`src/rtl/ifu_fetch_pkg.sv`:
```
// Shared types and constants for the instruction fetch unit.
// Holds the FSM state encoding, reset PC default, NOP word and small address helpers.
package ifu_fetch_pkg;

    typedef enum logic [2:0] {
        ST_REQ   = 3'd0,
        ST_WAIT  = 3'd1,
        ST_VALID = 3'd2,
        ST_EXEC  = 3'd3,
        ST_ERR   = 3'd4
    } ifu_state_e;

    localparam logic [31:0] IFU_RESET_PC = 32'h8000_0000;
    localparam logic [31:0] IFU_NOP      = 32'h0000_0013;

    function automatic logic [31:0] word_align(input logic [31:2] addr_hi);
        return {addr_hi, 2'b00};
    endfunction

    function automatic logic is_misaligned(input logic [1:0] addr_lo);
        return addr_lo != 2'b00;
    endfunction

endpackage

```
`src/rtl/ifu_fetch_if.sv`:
```
// Fetch unit bus bundle: instruction memory port, decode handoff and next-PC commit.
// master = fetch unit side, slave = memory / pipeline side.
interface ifu_fetch_if;

    logic        imem_req;
    logic [31:0] imem_addr;
    logic        imem_gnt;
    logic        imem_rvalid;
    logic [31:0] imem_rdata;
    logic        inst_valid;
    logic        inst_ready;
    logic [31:0] inst;
    logic [31:0] pc;
    logic        next_pc_valid;
    logic [31:0] next_pc;
    logic        fetch_err;

    modport master (
        output imem_req,
        output imem_addr,
        input  imem_gnt,
        input  imem_rvalid,
        input  imem_rdata,
        output inst_valid,
        input  inst_ready,
        output inst,
        output pc,
        input  next_pc_valid,
        input  next_pc,
        output fetch_err
    );

    modport slave (
        input  imem_req,
        input  imem_addr,
        output imem_gnt,
        output imem_rvalid,
        output imem_rdata,
        input  inst_valid,
        output inst_ready,
        input  inst,
        input  pc,
        output next_pc_valid,
        output next_pc,
        input  fetch_err
    );

endinterface

```
`src/rtl/ifu_fetch.sv`:
```
// Single-outstanding instruction fetch unit with a zero-bubble next-PC path.
// Optional macro IFU_MISALIGN_CHECK_EN traps misaligned next-PC loads into ST_ERR.
//
// state    | meaning
// ST_REQ   | imem_req high, waiting for imem_gnt
// ST_WAIT  | request accepted, waiting for imem_rvalid
// ST_VALID | inst/pc presented to decode, waiting for inst_ready
// ST_EXEC  | inst consumed, waiting for execute to commit next PC
// ST_ERR   | misaligned next PC trapped; held until rst
module ifu_fetch
    import ifu_fetch_pkg::*;
#(
    parameter logic [31:0] RESET_PC = IFU_RESET_PC
) (
    input  logic        clk,
    input  logic        rst,
    ifu_fetch_if.master bus
);

    ifu_state_e  r_state;
    logic [31:0] r_pc;
    logic [31:0] r_inst;
    logic        r_imem_req;
    logic        r_inst_valid;
`ifdef IFU_MISALIGN_CHECK_EN
    logic        r_fetch_err;
`endif

    logic w_handshake;
    logic w_load_pc;
    logic w_to_err;

    // r_inst_valid is high exactly in ST_VALID, so the state alone qualifies the handshake
    assign w_handshake = (r_state == ST_VALID) && bus.inst_ready;
    assign w_load_pc   = bus.next_pc_valid && (w_handshake || (r_state == ST_EXEC));

`ifdef IFU_MISALIGN_CHECK_EN
    assign w_to_err = is_misaligned(bus.next_pc[1:0]);
`else
    assign w_to_err = 1'b0;
`endif

    always_ff @(posedge clk) begin
        if (rst) begin
            r_state      <= ST_REQ;
            r_pc         <= RESET_PC;
            r_inst       <= IFU_NOP;
            r_imem_req   <= 1'b1;
            r_inst_valid <= 1'b0;
`ifdef IFU_MISALIGN_CHECK_EN
            r_fetch_err  <= 1'b0;
`endif
        end else begin
            if (w_load_pc) begin
                r_pc <= bus.next_pc;
            end

            case (r_state)
                ST_REQ: begin
                    if (bus.imem_gnt) begin
                        r_imem_req <= 1'b0;
                        r_state    <= ST_WAIT;
                    end
                end

                ST_WAIT: begin
                    if (bus.imem_rvalid) begin
                        r_inst       <= bus.imem_rdata;
                        r_inst_valid <= 1'b1;
                        r_state      <= ST_VALID;
                    end
                end

                ST_VALID, ST_EXEC: begin
                    if (w_handshake) begin
                        r_inst_valid <= 1'b0;
                        r_state      <= ST_EXEC;
                    end
                    // Later assignment wins: a load in the handshake cycle skips ST_EXEC
                    if (w_load_pc) begin
                        if (w_to_err) begin
                            r_state     <= ST_ERR;
`ifdef IFU_MISALIGN_CHECK_EN
                            r_fetch_err <= 1'b1;
`endif
                        end else begin
                            r_imem_req <= 1'b1;
                            r_state    <= ST_REQ;
                        end
                    end
                end

                ST_ERR: begin
`ifndef IFU_MISALIGN_CHECK_EN
                    r_imem_req <= 1'b1;
                    r_state    <= ST_REQ;
`endif
                end

                default: begin
                    r_imem_req   <= 1'b1;
                    r_inst_valid <= 1'b0;
                    r_state      <= ST_REQ;
                end
            endcase
        end
    end

    assign bus.imem_req   = r_imem_req;
    assign bus.imem_addr  = word_align(r_pc[31:2]);
    assign bus.inst_valid = r_inst_valid;
    assign bus.inst       = r_inst;
    assign bus.pc         = r_pc;
`ifdef IFU_MISALIGN_CHECK_EN
    assign bus.fetch_err  = r_fetch_err;
`else
    assign bus.fetch_err  = 1'b0;
`endif

endmodule

```
`src/flat_wrapper.sv`:
```
// flat-port wrapper written by rule: the top's interface ports become plain ports
module ifu_fetch_flat import ifu_fetch_pkg::*;
#(
    parameter logic [31:0] RESET_PC = IFU_RESET_PC
)
  (clk, rst, bus_imem_req, bus_imem_addr, bus_imem_gnt, bus_imem_rvalid, bus_imem_rdata, bus_inst_valid, bus_inst_ready, bus_inst, bus_pc, bus_next_pc_valid, bus_next_pc, bus_fetch_err);
  ifu_fetch_if bus_i ();
  input  logic clk;
  input  logic rst;
  output wire logic [$bits(bus_i.imem_req)-1:0] bus_imem_req;
  output wire logic [$bits(bus_i.imem_addr)-1:0] bus_imem_addr;
  input wire logic [$bits(bus_i.imem_gnt)-1:0] bus_imem_gnt;
  input wire logic [$bits(bus_i.imem_rvalid)-1:0] bus_imem_rvalid;
  input wire logic [$bits(bus_i.imem_rdata)-1:0] bus_imem_rdata;
  output wire logic [$bits(bus_i.inst_valid)-1:0] bus_inst_valid;
  input wire logic [$bits(bus_i.inst_ready)-1:0] bus_inst_ready;
  output wire logic [$bits(bus_i.inst)-1:0] bus_inst;
  output wire logic [$bits(bus_i.pc)-1:0] bus_pc;
  input wire logic [$bits(bus_i.next_pc_valid)-1:0] bus_next_pc_valid;
  input wire logic [$bits(bus_i.next_pc)-1:0] bus_next_pc;
  output wire logic [$bits(bus_i.fetch_err)-1:0] bus_fetch_err;
  assign bus_imem_req = bus_i.imem_req;
  assign bus_imem_addr = bus_i.imem_addr;
  assign bus_i.imem_gnt = bus_imem_gnt;
  assign bus_i.imem_rvalid = bus_imem_rvalid;
  assign bus_i.imem_rdata = bus_imem_rdata;
  assign bus_inst_valid = bus_i.inst_valid;
  assign bus_i.inst_ready = bus_inst_ready;
  assign bus_inst = bus_i.inst;
  assign bus_pc = bus_i.pc;
  assign bus_i.next_pc_valid = bus_next_pc_valid;
  assign bus_i.next_pc = bus_next_pc;
  assign bus_fetch_err = bus_i.fetch_err;
  ifu_fetch #(.RESET_PC(RESET_PC)) u_core (.clk(clk), .rst(rst), .bus(bus_i));
endmodule
```
`config.mk`:
```
export PLATFORM = sky130hd
export DESIGN_NAME = ifu_fetch_flat
export DESIGN_NICKNAME = d
export VERILOG_FILES = /design/src/rtl/ifu_fetch_pkg.sv /design/src/rtl/ifu_fetch_if.sv /design/src/rtl/ifu_fetch.sv /design/src/flat_wrapper.sv
export SDC_FILE = /design/constraint.sdc
export NUM_CORES = 1
export LEC_CHECK = 0
export ABC_AREA = 1
export BUFFER_PORTS_ARGS = -buffer_cell sky130_fd_sc_hd__clkbuf_2
export CELL_PAD_IN_SITES_DETAIL_PLACEMENT = 1
export CELL_PAD_IN_SITES_GLOBAL_PLACEMENT = 1
export CORE_MARGIN = 3
export CORE_UTILIZATION = 31
export CTS_CLUSTER_SIZE = 28
export DETAILED_ROUTE_END_ITERATION = 7
export PLACE_DENSITY_LB_ADDON = 0.08
export SYNTH_ARGS = -nofsm -noshare
export SYNTH_HDL_FRONTEND = slang
export SYNTH_SLANG_ARGS = --single-unit
```
`constraint.sdc`:
```
create_clock -name clk -period 2.65 [get_ports clk]
set_input_delay 0.1325 -clock clk [delete_from_list [all_inputs] [get_ports clk]]
set_output_delay 0.1325 -clock clk [all_outputs]
set_load 0.05 [all_outputs]
```
=== Word-level counts from Yosys, hierarchy flattened ===
Index checks and enable logic that the tools add are counted.

* Register bits after elaboration: 69
* Input bits: 70
* Output and inout port bits: 99
* Logic and storage cells: 37

* Equality and inequality tests: 9
* Multiplexer cells: 11
* Bitwise gates (word level): 2
* Reduce and logical (&&, ||, !) cells: 10

{| class="wikitable"
|+ Operator list
! kind !! count
|-
| 3-bit two-way mux || 4
|-
| 3-bit one-hot mux with 3 select lines || 1
|-
| 3-bit AND reduction || 3
|-
| 3-bit by 2-bit == test with 1-bit output, second input constant || 2
|-
| 1-bit one-hot mux with 3 select lines || 2
|-
| 1-bit two-way mux || 4
|-
| 2-bit by 1-bit inequality test with 1-bit output, second input constant || 2
|-
| 2-bit inequality test, second input constant || 2
|-
| 2-bit OR reduction || 2
|-
| 3-bit by 1-bit == test with 1-bit output, second input constant || 1
|-
| 3-bit == test, second input constant || 1
|-
| 3-bit logical NOT || 1
|-
| 3-bit by 1-bit inequality test with 1-bit output, second input constant || 1
|-
| 1-bit logical AND || 2
|-
| 1-bit NOT || 2
|-
| 2-bit AND reduction || 1
|-
| 1-bit logical OR || 1
|}

=== Depth between registers and ports, before layout ===
* Depth after elaboration: 6
* Mapped depth: 7

=== Worst setup path before layout ===
Ideal clock, no wire load.

* Path type: register -> register
* Start: reg u_core.r_state[1]
* End: reg u_core.r_pc[20], in the netlist u_core.bus.pc[20]
* Setup time: 114 ps
* Data arrival time: 970 ps
* Required time: 2,536 ps
* Path slack: 1,566 ps
* Cell stages (with the launch flop): 7
* Path buffers: 1
* Cell sequence: dfxtp_1 nand2_2 inv_2 nand2_4 buf_4 o21ai_1 nor2_1

* Cells in the longest elaborated chain, start to end: 4
* Elaborated cells between the ends (all ways): 5
* Those cells by class: eq/ne (2); reduce/logical (3)

{| class="wikitable"
|+ RTL lines
! item !! RTL line !! text
|-
| from (decl) || ifu_fetch.sv:20 || <nowiki>ifu_state_e r_state;</nowiki>
|-
| from (signal assigned) || ifu_fetch.sv:45 || <nowiki>r_state <= ST_REQ;</nowiki>
|-
| from (signal assigned) || ifu_fetch.sv:62 || <nowiki>r_state <= ST_WAIT;</nowiki>
|-
| from (signal assigned) || ifu_fetch.sv:70 || <nowiki>r_state <= ST_VALID;</nowiki>
|-
| 3-bit by 2-bit == test with 1-bit output || ifu_fetch.sv:34 || <nowiki>assign w_handshake = (r_state == ST_VALID) && bus.inst_ready;</nowiki>
|-
| 1-bit logical AND || ifu_fetch.sv:34 ||
|-
| 1-bit logical OR * || ifu_fetch.sv:35 || <nowiki>assign w_load_pc = bus.next_pc_valid && (w_handshake || (r_state == ST_EXEC));</nowiki>
|-
| 1-bit logical AND * || ifu_fetch.sv:35 ||
|-
| to (signal assigned) || ifu_fetch.sv:55 || <nowiki>r_pc <= bus.next_pc;</nowiki>
|-
| to (decl) || ifu_fetch.sv:21 || <nowiki>logic [31:0] r_pc;</nowiki>
|}

Every way passes the cells marked *; elsewhere a longest branch is shown, timed or not.
A chain may end at the register's enable or synchronous reset.

=== Final worst setup path ===
* Start: reg u_core.r_state[0]
* End: reg u_core.r_inst[5], in the netlist u_core.bus.inst[5]

* Cells in the longest elaborated chain, start to end: 2

{| class="wikitable"
|+ RTL lines
! item !! RTL line !! text
|-
| 3-bit by 1-bit == test with 1-bit output || ifu_fetch.sv:58 || <nowiki>case (r_state)</nowiki>
|-
| 2-bit AND reduction (no line) || - ||
|-
| to (signal assigned) || ifu_fetch.sv:68 || <nowiki>r_inst <= bus.imem_rdata;</nowiki>
|-
| to (decl) || ifu_fetch.sv:22 || <nowiki>logic [31:0] r_inst;</nowiki>
|}

No other way between the ends.

==> results list <==
* Status: completed
* Worst setup slack after layout: 1.026 ns
- After layout, the worst path uses 61.28% of the clock period.
* Leakage component of the power: 1.757 nW
- For this block, the via count after detailed routing is 2,559.
* Placer's final routability congestion estimate: 0.7060
- Reg-to-reg critical path startpoint: u_core.r_state[0]$_SDFFE_PP0P_
- First-pass GRT wire length: 12,280 µm
- DIE HEIGHT: 99.93 µm
- RSZ-0062 raised after global routing: false
* Data arrival at the endpoint of the critical path: 1.88 ns
- The final-report hold violation count came to 0.
* # port buffers: 165
- Slew @ Worst Pin: 0.5183 ns
- For this run, design rule violations remaining after detail routing come to 0.
- Total Negative Setup Slacks: 0 ns
* Most common cell after layout, fill and taps aside: clkbuf_2
* Post-route cell area: 3595 µm²
* Total Routed Length: 7640 µm
* Clock edge transition at the registers on the reported setup and hold paths: 0.07 ns
* Cell count of the worst reg-to-reg path: 6
* Max_slew headroom: 65.40%
* Hold Path Depth: 3
- In this run the count of I/O pins placed on the die edge is 169.
- The clock reaches the later pin of the worst-skew pair after 0.33 ns.
* Mapped Avg Cell Area: 7.974 µm²
- First drt pass iteration count: 4
- The number of antenna violations at the first check in global routing was 0.
- Number of clock sinks: 68
* Critical Path Start Type: flip-flop
* Post-placement setup slack: 0.9861 ns
- Area share of the leading cell type in the synthesized netlist: 49.77%
- MaxCap Viol Count: 0
* Die Outline Area: 9986 µm²
- Core ar.: 8382 µm²
* Number of global-route vias before repair: 2,548
* CTS Buffer Depth: 2
* Highest clock frequency the design can meet: 0.6158 GHz
- Post-Syn Area: 2735 µm²
* Most area-hungry cell type in the Yosys netlist: dfxtp_1
- The die is 99.93 µm wide.
- At the worst endpoint, the required time is 2.91 ns.
* Layout fillers: 1,093
* Detail-routed net length per standard cell: 13.08 µm
- Of the cells placed in the final design, the portion with a size suffix greater than 1 is 39.87%.
* Starting density of the core: 32.63%
- Remaining global-route overflow: 0
- Counting the buffers created by CTS gives 9.
- Dividing total power by cell area gives a power density of 1136 nW/µm².
- Entering global routing, the biggest net connects 38 pins.
* Placement Rows: 33
- The worst setup path is of the flip-flop to flip-flop kind.
- The worst-case IR drop observed on VDD is 397.3 µV.
* Top library cells by usage in the layout, fill and taps aside: 165 x clkbuf_2, 73 x nand2_1, 68 x dfxtp_1, 64 x nor2_1, 32 x a21oi_1
- Number of nets in the layout: 544
* Number of max-slew violations in the final report: 0
* Crit path max fanout: 34
- Ranked by total cell area, the synthesized netlist is headed by dfxtp_1 50%, nand2_1 10%, buf_4 9.3%.
- The repair_antennas step left the layout with diodes totalling 0.
- Yosys cell types: 20
* Setup violations, final: 0
* GRT Overall Usage: 15.32%
- The smallest clock period supported by the final layout is computed as 1.624 ns.
- Across all register-to-register paths, the minimum setup slack is 1.03 ns.
* Average via count per standard cell: 4.382
- The cell sitting at the root of the clock tree is a clkbuf_8.
* R2r endpoint: u_core.bus.inst[5]$_SDFFE_PP0P_
- Worst setup skew after layout: 0.006988 ns
- STA classifies the critical path endpoint as a flip-flop.
* End point of the most critical hold path: u_core.bus.inst[1]$_SDFFE_PP1P_
- The H-tree was split into 3 levels.
* Synthesis warning total: 0
* Growth of design area from synthesis to finish: 31.43%
- The placed instances occupy a cell area of 3306 µm².
* Number of register bits inferred by synthesis: 68
- In the synthesized netlist, the number of instances is 343.
* DR iter-0 viols: 90
- Startpoint of the lowest-slack hold path: bus_imem_rdata[1]
- The count of nets left with antenna violations once routing finished came out at 0.
- For this run, the register share of the synthesized area comes to 49.77%.
* HPWL after DPL: 5546 µm
* Min-delay worst type: input port to flip-flop
- CTS tree: done
routing by layer:
metal  wire length, µm  up-vias  GRT usage (%)  part of all wire [%]
li1                  -     1312              -                     -
met1              3383     1142          19.16                    44
met2              3566       98          25.30                    47
met3               615        7          5.142                   8.0
met4                75        0          4.097                  0.98
met5                 0        -              0                     0
cell usage after synthesis:
library cell and count:
nand2_1 73, dfxtp_1 68, nor2_1 64, buf_4 34, a21oi_1 32, o21ai_1 22, o21ai_0 10, nand3_1 9
clkbuf_1 6, buf_6 5, inv_1 4, buf_12 3, buf_2 3, inv_2 3, nand2_4 2, clkinv_1 1
conb_1 1, inv_8 1, nand2_2 1, nor2_4 1
report_power, final:
part / internal, mW / switching (mW) / total, mW
logic: 0.352 / 1.28 / 1.63
registers: 1.20 / 0.124 / 1.33
clock network: 0.729 / 0.392 / 1.12
total: 2.28 / 1.80 / 4.08
worst max path at each step:
stage	start	endpoint	slack, ns	depth (start not counted)
global placement	u_core.r_state[1]$_SDFFE_PP0P_	u_core.bus.inst[20]$_SDFFE_PP0P_	1.02	5
detailed placement	u_core.r_state[0]$_SDFFE_PP0P_	u_core.bus.inst[27]$_SDFFE_PP0P_	0.99	6
global route	u_core.r_state[0]$_SDFFE_PP0P_	u_core.bus.inst[5]$_SDFFE_PP0P_	0.75	6
finish	u_core.r_state[0]$_SDFFE_PP0P_	u_core.bus.inst[5]$_SDFFE_PP0P_	1.03	6
CTS	u_core.r_state[0]$_SDFFE_PP0P_	u_core.bus.inst[30]$_SDFFE_PP0P_	0.97	6
floorplan	u_core.r_state[1]$_SDFFE_PP0P_	u_core.bus.pc[20]$_SDFFE_PP0P_	1.57	6
timing repair:
item	4_1_cts	5_1_grt
gates resized for setup	0	0
buffers inserted	0	0
hold endpoints to repair	2	0
hold buffers	2	0
logic make-up (layout without fill, tap and decap cells):
family | count (synthesis) | in the layout | synth area share [%]
and+or+nand+nor | 150 | 150 | 21.91
AOI/OAI and AO/OA | 64 | 64 | 11.71
DFF | 68 | 68 | 49.77
other | 1 | 3 | 0.1371
buffers and inverters | 60 | 194 | 16.47
critical path, cell delays in order, from the launching register on:
cell and delay (ns):
dfxtp_1 0.37, inv_2 0.07, nor2_4 0.12, nand2_4 0.24, inv_2 0.48, nand2_1 0.09, a21oi_1 0.15
flip-flops by register name, summed over array words and instances, names as in the netlist:
| signal | cells |
|---|---|
| u_core.bus.inst_valid | 1 |
| u_core.r_state | 2 |
| u_core.bus.inst | 32 |
| u_core.bus.imem_req | 1 |
| u_core.bus.pc | 32 |
cell type report:
| type | count | area (µm²) | area share [%] |
|---|---|---|---|
| Sequential cell | 68 | 1361 | 37.87 |
| Multi-Input combinational cell | 217 | 930.9 | 25.90 |
| Clock buffer | 13 | 178.9 | 4.977 |
| Tap cell | 105 | 131.4 | 3.655 |
| Clock inverter | 3 | 90.09 | 2.506 |
| Timing Repair Buffer | 169 | 860.8 | 23.95 |
| Inverter | 9 | 41.29 | 1.149 |
stage by stage:
stage                     utilization (%)  hold WS, ns  total power [mW]  instances
final                               42.89      0.02183             4.082        584
after global routing                42.89      0.01252             4.324        584
after CTS                           42.89     0.004052             4.146        584
after detailed placement            39.44       0.3439             3.007        566
after global placement              39.44       0.3427             2.985        566
after floorplan                         -       0.2016             2.781        345
No activity file was read; power rests on OpenSTA's default activity.
